**config.mk**
```make
export PLATFORM = sky130hd
export DESIGN_NAME = mul_rs_issue
export DESIGN_NICKNAME = d
export VERILOG_FILES = /design/src/rtl/tomasulo_pkg.sv /design/src/rtl/rs_age_select.sv /design/src/rtl/mul_rs_issue.sv
export SDC_FILE = /design/constraint.sdc
export NUM_CORES = 1
export LEC_CHECK = 0
export ABC_AREA = 1
export CORE_AREA = 5 5 248 250
export CTS_CLUSTER_DIAMETER = 200
export DETAILED_ROUTE_END_ITERATION = 10
export DIE_AREA = 0 0 253 255
export SLEW_MARGIN = 20
export SYNTH_ARGS = -nofsm -noshare
export SYNTH_HDL_FRONTEND = slang
export SYNTH_HIERARCHICAL = 1
export SYNTH_SLANG_ARGS = --single-unit
```
**constraint.sdc**
```tcl
create_clock -name clk1 -period 11.55 [get_ports clk1]
set_clock_uncertainty 0.05 [all_clocks]
set_input_delay 1.155 -clock clk1 [delete_from_list [all_inputs] [get_ports clk1]]
set_output_delay 1.155 -clock clk1 [all_outputs]
set_load 0.01 [all_outputs]
```
**src/rtl/tomasulo_pkg.sv**
```systemverilog
// tomasulo_pkg: shared widths, function codes and reservation-station entry layout.
package tomasulo_pkg;
  localparam int TAG_W_DEF = 3;
  localparam int DATA_W_DEF = 32;
  localparam int AGE_W = 2;
  localparam logic [2:0] FUN3_MUL = 3'd0;
  localparam logic [2:0] FUN3_DIV = 3'd1;
  typedef struct packed {
    logic valid;
    logic [2:0] fun3;
    logic [TAG_W_DEF-1:0] des;
    logic [TAG_W_DEF-1:0] q1;
    logic [TAG_W_DEF-1:0] q2;
    logic [DATA_W_DEF-1:0] v1;
    logic [DATA_W_DEF-1:0] v2;
    logic r1;
    logic r2;
    logic [AGE_W-1:0] age;
  } rs_entry_t;
endpackage

```
**src/rtl/rs_age_select.sv**
```systemverilog
// rs_age_select: one-hot grant of the ready entry with the smallest age rank.
module rs_age_select import tomasulo_pkg::*; #(
  parameter int N = 3
) (
  input  logic [N-1:0]            req,
  input  logic [N-1:0][AGE_W-1:0] age,
  output logic [N-1:0]            grant,
  output logic                    grant_valid
);
  always_comb begin
    grant = '0;
    for (int i = 0; i < N; i++) begin
      grant[i] = req[i];
      for (int j = 0; j < N; j++)
        if (j != i && req[j] && age[j] < age[i]) grant[i] = 1'b0;
    end
  end
  assign grant_valid = |req;
endmodule

```
**src/rtl/mul_rs_issue.sv**
```systemverilog
// mul_rs_issue: mul/div reservation station with CDB snoop and oldest-ready dispatch.
module mul_rs_issue import tomasulo_pkg::*; #(
  parameter int ENTRIES = 3,
  parameter int TAG_W = TAG_W_DEF,
  parameter int DATA_W = DATA_W_DEF
) (
  input  logic              clk1,
  input  logic              rst,
  input  logic              issue_valid,
  output logic              issue_ready,
  input  logic [2:0]        issue_fun3,
  input  logic [TAG_W-1:0]  issue_des,
  input  logic [DATA_W-1:0] issue_v1,
  input  logic [DATA_W-1:0] issue_v2,
  input  logic [TAG_W-1:0]  issue_q1,
  input  logic [TAG_W-1:0]  issue_q2,
  input  logic              issue_rdy1,
  input  logic              issue_rdy2,
  input  logic              cdb_valid,
  input  logic [TAG_W-1:0]  cdb_tag,
  input  logic [DATA_W-1:0] cdb_data,
  input  logic              exe_done,
  output logic              fla,
  output logic [DATA_W-1:0] data1,
  output logic [DATA_W-1:0] data2,
  output logic [TAG_W-1:0]  des,
  output logic [2:0]        fun3,
  output logic [1:0]        mul_rs_c
);
  localparam logic [1:0] FULL = 2'(ENTRIES);
  rs_entry_t rs [ENTRIES];
  rs_entry_t fresh;
  logic unit_busy, do_issue, can_disp, grant_valid, found;
  logic [ENTRIES-1:0] req, grant, free_oh;
  logic [ENTRIES-1:0][AGE_W-1:0] ages;
  logic [AGE_W-1:0] new_age, sel_age;
  logic [DATA_W-1:0] sel_v1, sel_v2;
  logic [TAG_W-1:0] sel_des;
  logic [2:0] sel_fun3;
  assign issue_ready = mul_rs_c < FULL;
  assign do_issue = issue_valid && issue_ready;
  assign can_disp = grant_valid && (!unit_busy || exe_done);
  // Age is a rank among survivors, so a newcomer ranks behind everything not leaving this edge.
  assign new_age = mul_rs_c - {1'b0, can_disp};
  always_comb begin
    for (int i = 0; i < ENTRIES; i++) begin
      req[i] = rs[i].valid && rs[i].r1 && rs[i].r2;
      ages[i] = rs[i].age;
    end
  end
  rs_age_select #(.N(ENTRIES)) u_sel (
    .req(req),
    .age(ages),
    .grant(grant),
    .grant_valid(grant_valid)
  );
  always_comb begin
    sel_v1 = '0;
    sel_v2 = '0;
    sel_des = '0;
    sel_fun3 = '0;
    sel_age = '0;
    free_oh = '0;
    found = 1'b0;
    for (int i = 0; i < ENTRIES; i++) begin
      if (grant[i]) begin
        sel_v1 = rs[i].v1;
        sel_v2 = rs[i].v2;
        sel_des = rs[i].des;
        sel_fun3 = rs[i].fun3;
        sel_age = rs[i].age;
      end
      if (!rs[i].valid && !found) begin
        free_oh[i] = 1'b1;
        found = 1'b1;
      end
    end
  end
  always_comb begin
    fresh = '0;
    fresh.valid = 1'b1;
    fresh.fun3 = issue_fun3;
    fresh.des = issue_des;
    fresh.age = new_age;
    fresh.q1 = issue_q1;
    fresh.q2 = issue_q2;
    fresh.r1 = issue_rdy1 || (cdb_valid && cdb_tag == issue_q1);
    fresh.r2 = issue_rdy2 || (cdb_valid && cdb_tag == issue_q2);
    fresh.v1 = issue_rdy1 ? issue_v1 : cdb_data;
    fresh.v2 = issue_rdy2 ? issue_v2 : cdb_data;
  end
  always_ff @(posedge clk1 or posedge rst) begin
    if (rst) begin
      for (int i = 0; i < ENTRIES; i++) rs[i] <= '0;
      unit_busy <= 1'b0;
      fla <= 1'b0;
      data1 <= '0;
      data2 <= '0;
      des <= '0;
      fun3 <= '0;
      mul_rs_c <= '0;
    end else begin
      fla <= can_disp;
      if (can_disp) begin
        data1 <= sel_v1;
        data2 <= sel_v2;
        des <= sel_des;
        fun3 <= sel_fun3;
      end
      unit_busy <= can_disp || (unit_busy && !exe_done);
      mul_rs_c <= mul_rs_c + {1'b0, do_issue} - {1'b0, can_disp};
      for (int i = 0; i < ENTRIES; i++) begin
        if (do_issue && free_oh[i]) rs[i] <= fresh;
        else if (can_disp && grant[i]) rs[i].valid <= 1'b0;
        else if (rs[i].valid) begin
          if (cdb_valid && !rs[i].r1 && rs[i].q1 == cdb_tag) begin
            rs[i].v1 <= cdb_data;
            rs[i].r1 <= 1'b1;
          end
          if (cdb_valid && !rs[i].r2 && rs[i].q2 == cdb_tag) begin
            rs[i].v2 <= cdb_data;
            rs[i].r2 <= 1'b1;
          end
          if (can_disp && rs[i].age > sel_age) rs[i].age <= rs[i].age - AGE_W'(1);
        end
      end
    end
  end
endmodule
```
# Yosys cells after proc, flatten, opt, wreduce, memory -nomap -nowiden
# Index checks and enable logic that the tools add are counted.
word_totals:
  out_inout_bits: 74
  inputBits: 118
  word_cells: 201
  ff_bits: 317
op_classes:
  eq_ne: 11
  n_reduce_logical: 80
  n_addsub: 6
  muxes: 57
  n_lt_le_gt_ge: 10
op_table:
  columns: ["cell", "count"]
  rows:
  - ["68-bit two-way mux", 9]
  - ["32-bit two-way mux", 14]
  - ["1-bit logical AND", 40]
  - ["2-bit nonzero test", 15]
  - ["3-bit AND reduction", 9]
  - ["3-bit equality test", 8]
  - ["1-bit two-way mux", 22]
  - ["3-bit two-way mux", 6]
  - ["2-bit < comparator", 6]
  - ["2-bit two-way mux", 6]
  - ["1-bit zero test", 11]
  - ["2-bit greater-than comparator", 3]
  - ["2-bit inequality test (second input constant)", 3]
  - ["2-bit by 1-bit subtractor with 2-bit output (second input constant)", 3]
  - ["1-bit logical OR", 4]
  - ["2-bit by 1-bit subtractor with 2-bit output", 2]
  - ["3-bit OR reduction", 1]
  - ["2-bit by 1-bit adder with 2-bit output", 1]
  - ["2-bit < comparator (second input constant)", 1]

# Depth between registers and ports, before layout
# Gate-level depths: netlist (run 1).
depth:
  word_depth: 14
  depth_mapped: 21
  mapped_depth_nobuf: 20

# Cells and area by module
# Netlist (run 1), hierarchy kept.
by_module_without_submodules:
  columns: ["module", "instances", "area_per_inst_um2", "cells_per_inst", "seq_area_each_um2"]
  rows:
  - ["mul_rs_issue", 1, 17286.6, 2466, 7932.6]
  - ["rs_age_select", 1, 221.5, 43, 0.0]

# Worst setup path before layout (run 1)
# OpenSTA, ideal clock, no wires.
synth_timing:
  kind: "flip-flop to flip-flop"
  from: "register ages[5] (netlist name)"
  to: "register ages[4] (netlist name)"
  setup_time_ps: 117
  synth_period_minus_slack_ps: 2848
  path_slack_ps: 8702
  arrival_time_ps: 2682
  path_stages_with_launch: 19
  path_buffers: 3
  required_ps: 11383
  path_cell_list: "dfrtp_1 inv_1 ha_1 nand2_1 nand3_1 nand2_1 nor2_1 buf_2 buf_2 buf_1 a21oi_1 a22oi_1 ha_1 o21ai_0 nand2_1 nor2_1 nand2_1 nand3_1 nand2_1"
synth_between:
  word_cells_on_any_way: 21
  cone_classes: "order compare: 5; eq/ne: 1; mux: 7; reduce/logical: 8"
synth_rtl:
  columns: ["item", "line", "text"]
  rows:
  - ["2-bit < comparator", "rs_age_select.sv:15", "if (j != i && req[j] && age[j] < age[i]) grant[i] = 1'b0;"]
  - ["1-bit logical AND", "rs_age_select.sv:15", null]
  - ["1-bit two-way mux", "rs_age_select.sv:15", null]
  - ["1-bit two-way mux (*)", "rs_age_select.sv:15", null]
  - ["via grant[2]", "mul_rs_issue.sv:34", "logic [ENTRIES-1:0] req, grant, free_oh;"]
  - ["2-bit two-way mux", "mul_rs_issue.sv:66", "if (grant[i]) begin"]
  - ["2-bit greater-than comparator", "mul_rs_issue.sv:124", "if (can_disp && rs[i].age > sel_age) rs[i].age <= rs[i].age - AGE_W'(1);"]
  - ["1-bit logical AND", "mul_rs_issue.sv:124", null]
  - ["2-bit nonzero test (no source line)", null, null]
  - ["3-bit AND reduction (no source line) (*)", null, null]
# Mark *: on every way through the listed nets, which the timed path passes. The rest lies on a longest branch.
# A chain may end at the register's enable or synchronous reset.

# Worst setup path in the final report (run 1)
layout_timing:
  from: "register ages[5] (netlist name)"
  to: "register ages[5] (netlist name)"
layout_between:
  word_cells_on_any_way: 26
  cone_classes: "add/sub: 1; order compare: 5; eq/ne: 1; mux: 11; reduce/logical: 8"
layout_rtl:
  columns: ["item", "line"]
  rows:
  - ["2-bit < comparator", "rs_age_select.sv:15"]
  - ["1-bit logical AND", "rs_age_select.sv:15"]
  - ["1-bit two-way mux", "rs_age_select.sv:15"]
  - ["1-bit two-way mux (*)", "rs_age_select.sv:15"]
  - ["via grant[2]", "mul_rs_issue.sv:34"]
  - ["2-bit two-way mux", "mul_rs_issue.sv:66"]
  - ["2-bit greater-than comparator", "mul_rs_issue.sv:124"]
  - ["1-bit logical AND", "mul_rs_issue.sv:124"]
  - ["2-bit nonzero test (no source line)", null]
  - ["3-bit AND reduction (no source line) (*)", null]
# Mark *: on every way through the listed nets, which the timed path passes. The rest lies on a longest branch. The select of a mux whose other input is x is not followed.

==> results of run 1 <==
[stage by stage]
step                      hold WS [ns]  instance area, µm²  util, %  std cells  power [mW]
after floorplan                 0.4034               17510        -       2509       1.205
after global placement          0.4145               19720    33.53       3333       1.284
after detailed placement        0.4237               19720    33.53       3333       1.283
after CTS                       0.4383               20950    35.63       3396       2.494
after global routing            0.4635               20950    35.64       3397       2.556
final                           0.4347               20950    35.64       3397       2.463
[worst reg2reg max path: cells and delay by family (launching register included)]
kind / cells / cell delay (ns)
buf+inv: 3 / 1.64
simple gates: 10 / 0.79
fa+ha+maj: 2 / 0.61
compound gates: 3 / 0.61
flops: 1 / 0.43
[power breakdown]
part / switching [mW] / internal [mW]
registers: 0.0000000000000000167 / 1.11
logic: 0.0954 / 0.0548
clock network: 0.485 / 0.717
[layer usage]
layer	share of wire, %	routed length (µm)
met3	6.7	3995
met4	2.5	1510
met5	0	0
met1	44	26620
met2	46	27700
[cell families after synthesis]
logic type               after synthesis
AND/OR/NAND/NOR                     1651
flip-flops                           317
buffers and inverters                263
AO/OA/AOI/OAI                        258
adder cells (fa/ha/maj)               13
XOR/XNOR                               7
[area by class of cell]
cell class	count	area (µm²)
Antenna cell	1	2.502
Tap cell	773	967.2
Sequential cell	317	7933
Timing Repair Buffer	213	2071
Multi-Input combinational cell	1929	8358
Inverter	101	391.6
Clock buffer	53	1119
Fill cell	6349	37840
Clock inverter	10	111.4
[state kept, by name, indices dropped and copies added, names as in the netlist]
name       count
ages           6
data1         32
fun3           3
des            3
unit_busy      1
rs           237
data2         32
mul_rs_c       2
fla            1
[synthesized netlist by cell type (2+ instances only)]
| cell type | number | area (µm²) |
|---|---|---|
| dfrtp_1 | 317 | 7933 |
| o21ai_1 | 8 | 40.04 |
| buf_4 | 14 | 105.1 |
| nand3_1 | 224 | 1121 |
| nor2_4 | 2 | 22.52 |
| nor3_1 | 2 | 10.01 |
| o21ai_0 | 101 | 505.5 |
| nor2_1 | 33 | 123.9 |
| buf_2 | 81 | 405.4 |
| inv_1 | 94 | 352.8 |
| ha_1 | 13 | 162.7 |
| nand2_1 | 1377 | 5169 |
| xnor2_1 | 6 | 52.55 |
| clkbuf_1 | 40 | 150.1 |
| nand2_2 | 10 | 62.56 |
| o22a_1 | 70 | 613.1 |
| inv_2 | 6 | 22.52 |
| a21oi_1 | 76 | 380.4 |
| buf_1 | 11 | 41.29 |
| buf_6 | 15 | 168.9 |
[path summary, 6_finish.rpt]
kind | slack, ns | end | from
max | 7.35 | ages[5] | ages[5]
min | 0.43 | rs[159] | rs[159]
max reg2reg | 7.35 | ages[5] | ages[5]
min reg2reg | 0.43 | rs[159] | rs[159]
max in group asynchronous | 8.92 | rs[139] | rst
min in group asynchronous | 1.13 | fun3[1] | rst
==> results.txt, run 1 <==
hold path depth = 2
YS warnings = 6
GPL Wtd Cong = 0.8154
post-route DRC violation count = 0
post-detail-place hpwl = 36010 µm
Clk Latency, worst-skew pair = 0.55 ns
most common cell after layout, fill and taps aside = nand2_1
Yosys reg bits = 317
pwr dens = 117.5 nW/µm²
met2 Track Usage GR = 29.92%
Buf+Inv Stages, Crit Path = 3
Post-Synth Simple-Gate Area = 37.30%
post-synth cell types = 29
die area = 64520 µm²
Largest delay share family, worst path = buffers and inverters
Post-Syn Nets = 2640
met1 Use GR = 24.92%
via count = 16490
hold_buf cts = 0
worst vdd ir = 0.08245 mV
critical path required time = 11.99 ns
Final ANT Viol Nets = 0
Worst setup EP type = flip-flop
drt pass-1 iters = 6
clk sink count = 317
Leak = 10.10 nW
WL/cell = 17.61 µm
fin crit share = 36.33%
post-CTS sizing = 0
Crit path largest cell delay = 0.88 ns
ratio of cells with drive above 1 in the final layout = 4.270%
Hold/Removal Path Class = flip-flop to flip-flop
vias per inst = 4.855
I/O Buffers = 191
mux contribution to synthesized area = 0%
most frequent CP cell = nand2_1
Boundary Pins = 192
fmax = 0.2383 GHz
Async SR Flop Fraction = 100.0%
Post-CTS Setup Repair Bufs = 0
Final Hold Viols = 0
Die Width = 253 µm
Die Y = 255 µm
most frequent cells in the layout = nand2_1 (1373), dfrtp_1 (317), nand3_1 (224), clkdlybuf4s50_1 (189), o21ai_0 (101)
setup TNS = 0 ns
total grt overflow = 0
average size of a mapped cell = 6.978 µm²
adder-cell share of the synthesized area = 0.9290%
largest family of logic cells by synthesized area = simple AND/OR/NAND/NOR gates
Tmin final = 4.196 ns
num rows = 89
maximum buffer depth of the clock tree = 3
Worst path depth = 18
CTS tree = built
max_cap viols = 0
setup slack after layout = 7.354 ns
core area = 58800 µm²
reg2reg path depth = 18
XOR/XNOR Fraction of Synth Area = 0.3502%
RSZ-0062 raised after global routing = false
Slowest-stage cell, CP = buf_4
Post-synth EDFFs = 0
Main synth FF type = dfrtp_1
CP Max Fanout = 83
register area share after synthesis = 45.31%
Worst Path Arrival = 4.63 ns
Initial Util = 29.78%
CTS Buf Count = 37
Total GRT Usage = 18.22%
final WL = 59830 µm
vias in the first global route = 16000
Final Setup Violations = 0
max-slew violations = 0
CP Class = flip-flop to flip-flop
first-pass GRT wire length = 93320 µm
1st-iter DRT viols = 1371
final net count = 2730
pin count of the biggest net entering global routing = 120
GRT busiest layer = met2
area delta synth->final = 19.67%
post-place setup slack = 7.147 ns
number of H-tree levels = 2
worst-margin pin slew = 1.130 ns
outcome = completed
initial antenna violation count = 2
Clock Tree Root = clkbuf_16
synthesized cell area = 17510 µm²
Slew Limit Headroom = 24.63%
M3 GR Usage = 3.191%
crit start category = flip-flop
clk slew on worst S/H paths = 0.06 ns
post-synthesis compound-gate area fraction = 8.926%
Post-Syn Instances = 2509
crit path cell chain = inv_1 -> ha_1 -> nand2_1 -> nand3_1 -> nand2_1 -> nor2_4 -> buf_4 -> buf_4 -> a21oi_1 -> a22oi_1 -> ha_1 -> o21ai_0 -> nand2_1 -> nor2_1 -> nand2_1 -> nand2_1 -> nand2_1 -> nand2_1
No activity file was read; power rests on OpenSTA's default activity.
==> run 2, diff against run 1 <==
==> constraint.sdc (replaced) <==
create_clock -name clk1 -period 4.04 [get_ports clk1]
set_clock_uncertainty 0.05 [all_clocks]
set_input_delay 0.404 -clock clk1 [delete_from_list [all_inputs] [get_ports clk1]]
set_output_delay 0.404 -clock clk1 [all_outputs]
set_load 0.01 [all_outputs]
==> results.txt, run 2 (synthesis results as in run 1) <==
outcome = completed
largest reg by FF count = rs
vias per inst = 4.812 (-0.90%)
most common cell after layout, fill and taps aside = nand2_1
pin count of the biggest net entering global routing = 136 (+13%)
CP Class = flip-flop to flip-flop
Clk Latency, worst-skew pair = 0.55 ns (about the same)
max FFs per register = 237 (unchanged)
critical path required time = 4.47 ns (-7.52 ns)
most frequent cells in the layout = nand2_1 (1373), dfrtp_1 (317), nand3_1 (224), clkdlybuf4s50_1 (189), o21ai_0 (101)
post-place setup slack = 1.069 ns (-6.078 ns)
Tmin final = 3.006 ns (-1.190 ns)
I/O Buffers = 191 (unchanged)
clk sink count = 317 (unchanged)
Slew Limit Headroom = 32.11% (+7.5 points)
Clock Tree Root = clkbuf_16
CP Max Fanout = 70 (-16%)
area delta synth->final = 20.77%
final net count = 2741 (+0.40%)
CTS Buf Count = 39 (+5.4%)
Buf+Inv Stages, Crit Path = 2 (-1)
Die Width = 253 µm (unchanged)
most frequent CP cell = nand2_1
Total GRT Usage = 18.07% (-0.15 points)
RSZ-0062 raised after global routing = false
Final ANT Viol Nets = 0 (unchanged)
hold_buf cts = 0 (unchanged)
reg2reg path depth = 11 (-7)
Final Setup Violations = 0 (unchanged)
setup slack after layout = 1.034 ns (-6.320 ns)
core area = 58800 µm² (unchanged)
setup TNS = 0 ns (unchanged)
post-detail-place hpwl = 37450 µm (+4.0%)
crit path cell chain = inv_1 -> ha_1 -> nand2_1 -> nand2_1 -> a21oi_1 -> nor2_4 -> nor2_4 -> buf_4 -> nand2_1 -> a21oi_1 -> o22a_1
Post-CTS Setup Repair Bufs = 0 (unchanged)
RR Startpoint = ages[2]
number of H-tree levels = 2 (unchanged)
maximum buffer depth of the clock tree = 3 (unchanged)
crit start category = flip-flop
Boundary Pins = 192 (unchanged)
worst-margin pin slew = 1.018 ns (-0.1121 ns)
CP startpoint = ages[2]
1st-iter DRT viols = 1231 (-10%)
die area = 64520 µm² (unchanged)
post-route DRC violation count = 0 (unchanged)
fin crit share = 74.41% (+38 points)
crit path capture = data2[27]
Initial Util = 29.78% (unchanged)
Leak = 10.20 nW (+0.94%)
Hold/Removal Path Class = primary input to async pin
pwr dens = 335.9 nW/µm² (+190%)
final WL = 59860 µm (about the same)
Crit path largest cell delay = 0.78 ns (-0.10 ns)
WL/cell = 17.54 µm (-0.40%)
biggest regs = rs x237, data1 x32, data2 x32
max_cap viols = 0 (unchanged)
CTS tree = built
Final Hold Viols = 0 (unchanged)
Worst path depth = 11 (-7)
post-CTS sizing = 0 (unchanged)
via count = 16420 (-0.46%)
drt pass-1 iters = 5 (-1)
clk slew on worst S/H paths = 0.06 ns (about the same)
first-pass GRT wire length = 92410 µm (-0.98%)
Worst Path Arrival = 3.44 ns (-1.19 ns)
ratio of cells with drive above 1 in the final layout = 4.549% (+0.28 points)
Worst R2R Setup Slack = 1.03 ns (-6.32 ns)
fmax = 0.3326 GHz (+40%)
Slowest-stage cell, CP = buf_4
vias in the first global route = 15940 (-0.41%)
num rows = 89 (unchanged)
Worst setup EP type = flip-flop
max-slew violations = 0 (unchanged)
Die Y = 255 µm (unchanged)
worst vdd ir = 0.2597 mV (+210%)
GPL Wtd Cong = 0.8361 (+2.5%)
initial antenna violation count = 1 (-1)
Largest delay share family, worst path = buffers and inverters
RR Endpoint = data2[27]
Core Util, Final = 35.96% (+0.33 points)
total grt overflow = 0 (unchanged)
run 2: cell types whose count changed in the layout (fill, tap and decap cells not counted):
cell	before	now
clkbuf_1	5	12
bufinv_16	2	1
clkbuf_16	39	41
buf_12	0	8
clkinv_4	0	1
clkinvlp_4	3	2
buf_4	21	23
inv_6	1	0
inv_8	1	0
buf_6	1	0
run 2: worst min-delay path by stage:
stage / to / slack, ns / cells after the start
6_report: rs[9] / 0.12 / 2
5_1_grt: data2[6] / 0.14 / 2
4_1_cts: rs[9] / 0.11 / 2
3_5_place_dp: rs[159] / 0.42 / 2
3_3_place_gp: rs[237] / 0.42 / 2
2_1_floorplan: rs[155] / 0.40 / 2
run 2: per-stage QoR:
step,cell area (µm²),hold WS (ns),cells,total power [mW]
after floorplan,17510,0.4034,2509,3.447
after global placement,19880,0.4180,3342,3.678
after detailed placement,19880,0.4225,3342,3.677
after CTS,21140,0.1116,3411,7.179
after global routing,21140,0.1412,3412,7.344
final,21140,0.1185,3412,7.102
run 2: power breakdown:
part	switching, mW	internal, mW
combinational	0.278	0.161
clock	1.40	2.09
sequential	0.0000000000000000478	3.18
total	1.68	5.42
run 2: routing by layer:
| layer | track usage [%] | share of wire (%) | vias up |
|---|---|---|---|
| li1 | - | - | 8142 |
| met1 | 24.39 | 45 | 7719 |
| met2 | 30.07 | 47 | 475 |
| met3 | 2.815 | 5.7 | 82 |
| met4 | 5.599 | 2.6 | 0 |
| met5 | 0 | 0 | - |
run 2: cell type report:
cell class	instances	area, µm²
antenna	1	2.502
clock buffer	62	1195
clock inverter	7	66.31
fill	6255	37650
inverter	101	387.9
multi-input combinational	1929	8358
sequential	317	7933
tap	773	967.2
timing repair buffer	222	2235
run 2: worst reg2reg max path, stage by stage, from the launching register on:
cell and delay [ns]:
dfrtp_1 0.48, inv_1 0.08, ha_1 0.29, nand2_1 0.08, nand2_1 0.05, a21oi_1 0.25
nor2_4 0.15, nor2_4 0.14, buf_4 0.78, nand2_1 0.14, a21oi_1 0.29, o22a_1 0.17
==> run 3, diff against run 2 <==
==> constraint.sdc (replaced) <==
create_clock -name clk1 -period 2.43 [get_ports clk1]
set_clock_uncertainty 0.05 [all_clocks]
set_input_delay 0.243 -clock clk1 [delete_from_list [all_inputs] [get_ports clk1]]
set_output_delay 0.243 -clock clk1 [all_outputs]
set_load 0.01 [all_outputs]
==> results.txt, run 3 (synthesis results as in run 1) <==
Worst R2R Setup Slack = 0.003 ns (-1.03 ns)
outcome = completed
Tmin final = 2.427 ns (-0.5794 ns)
fmax = 0.4120 GHz (+24%)
Worst setup EP type = flip-flop
critical path required time = 2.87 ns (-1.60 ns)
Die Y = 255 µm (unchanged)
drt pass-1 iters = 6 (+1)
Die Width = 253 µm (unchanged)
initial antenna violation count = 1 (unchanged)
crit start category = flip-flop
max_cap viols = 0 (unchanged)
final WL = 62080 µm (+3.7%)
vias per inst = 4.888 (+1.6%)
Total GRT Usage = 18.78% (+0.71 points)
hold worst-path end = rs[75]
Initial Util = 29.78% (unchanged)
GPL Wtd Cong = 0.8579 (+2.6%)
clk sink count = 317 (unchanged)
largest reg by FF count = rs
Final ANT Viol Nets = 0 (unchanged)
Hold Startpoint = issue_des[1]
RR Startpoint = ages[3]
maximum buffer depth of the clock tree = 3 (unchanged)
FF/Latch Area = 7933 µm² (unchanged)
DP Area = 20720 µm² (+4.2%)
Boundary Pins = 192 (unchanged)
Clock Tree Root = clkbuf_16
CTS tree = built
CTS Buf Count = 40 (+2.6%)
core area = 58800 µm² (unchanged)
die area = 64520 µm² (unchanged)
first-pass GRT wire length = 96460 µm (+4.4%)
reg2reg path depth = 16 (+5)
pwr dens = 550.6 nW/µm² (+64%)
clk slew on worst S/H paths = 0.05 ns (about the same)
area delta synth->final = 26.96%
vias in the first global route = 16530 (+3.7%)
pin count of the biggest net entering global routing = 115 (-15%)
I/O Buffers = 191 (unchanged)
RR Endpoint = ages[5]
design area = 22230 µm² (+5.1%)
WL/cell = 17.86 µm (+1.8%)
CP Max Fanout = 6 (-91%)
via count = 16990 (+3.5%)
most common cell after layout, fill and taps aside = nand2_1
post-detail-place hpwl = 40560 µm (+8.3%)
setup slack after layout = 0.003034 ns (-1.031 ns)
1st-iter DRT viols = 1373 (+12%)
worst vdd ir = 0.3961 mV (+53%)
Clk Latency, worst-skew pair = 0.55 ns (about the same)
ratio of cells with drive above 1 in the final layout = 7.661% (+3.1 points)
Core Util, Final = 37.80% (+1.8 points)
Slew Limit Headroom = 52.08% (+20 points)
final hold slack = 0.2447 ns (+0.1263 ns)
Final Hold Viols = 0 (unchanged)
Hold/Removal Path Class = primary input to flip-flop
max FFs per register = 237 (unchanged)
fin crit share = 99.88% (+25 points)
number of H-tree levels = 2 (unchanged)
Final Setup Violations = 0 (unchanged)
biggest regs = rs x237, data1 x32, data2 x32
final net count = 2805 (+2.3%)
Leak = 10.70 nW (+4.9%)
most frequent cells in the layout = nand2_1 (1369), dfrtp_1 (317), nand3_1 (224), clkdlybuf4s50_1 (189), o21ai_0 (100)
post-place setup slack = 0.003418 ns (-1.066 ns)
area occupied by multi-input gates = 8432 µm² (+0.88%)
post-route DRC violation count = 0 (unchanged)
num rows = 89 (unchanged)
total grt overflow = 0 (unchanged)
worst-margin pin slew = 0.7188 ns (-0.2996 ns)
Worst Path Arrival = 2.86 ns (-0.58 ns)
hold path depth = 3
CP Class = flip-flop to flip-flop
fillcell total = 6182 (-1.2%)
max-slew violations = 0 (unchanged)
RSZ-0062 raised after global routing = true
setup TNS = 0 ns (unchanged)
[run 3: cell types whose count changed in the layout (fill, tap and decap cells not counted), sizes merged]
cell         before  now
dlygate4sd3       0    1
clkinvlp          2    3
bufinv            1    4
clkinv            5    6
buf              33   94
clkbuf           62   59
[run 3: worst max-delay path by stage]
stage / from / end / slack (ns)
floorplan: rst / ages[0] / -2.09
global placement: cdb_valid / rs[17] / 0.02
detailed placement: ages[3] / ages[3] / 0.003
CTS: ages[5] / ages[3] / -0.0003
global route: ages[3] / ages[5] / -0.23
finish: ages[3] / ages[5] / 0.003
[run 3: repair_timing]
action / 4_1_cts / 5_1_grt
setup buffers: 3 / 1
pin swaps: 8 / 9
hold buffers: 1 / 0
gates resized for setup: 3 / 16
gates cloned: 0 / 1
hold endpoints to repair: 7 / 0
setup endpoints to repair: 4 / 176
[run 3: per-stage QoR]
stage               total power, mW  cells
global placement              6.136   3399
detailed placement            6.133   3399
global route                  12.68   3476
finish                        12.24   3476
floorplan                     5.731   2509
CTS                           12.38   3473
[run 3: critical path, cell delays in order (launching register included)]
cell,delay [ns]
dfrtp_1,0.42
inv_2,0.07
ha_4,0.27
nand2_1,0.05
nand2_1,0.08
nand2_2,0.07
nor2_4,0.18
a21oi_2,0.09
a22oi_2,0.24
ha_1,0.29
o21ai_1,0.13
nand2_1,0.07
nor2_1,0.09
nand2_1,0.09
nand2_1,0.08
nand2_1,0.06
nand2_1,0.05
[run 3: area by class of cell]
cell class	count	share of cell area [%]
clock inverters	12	0.7768
diodes	1	0.01126
flip-flops and latches	317	35.69
clock buffers	58	5.353
repair buffers	285	14.14
well taps	773	4.351
multi-input cells	1929	37.93
inverters	101	1.745
[run 3: layer usage]
| layer | vias up | global-route usage, % | wire length [µm] |
|---|---|---|---|
| met2 | 551 | 31.05 | 28800 |
| li1 | 8269 | - | - |
| met1 | 8085 | 25.99 | 27830 |
| met4 | 0 | 5.106 | 1356 |
| met5 | - | 0 | 0 |
| met3 | 84 | 2.662 | 4094 |
[run 3: power by group]
part,internal [mW],total [mW],switching [mW]
registers,5.28,5.28,0.0000000000000000786
clock network,3.82,6.20,2.39
logic,0.295,0.755,0.461
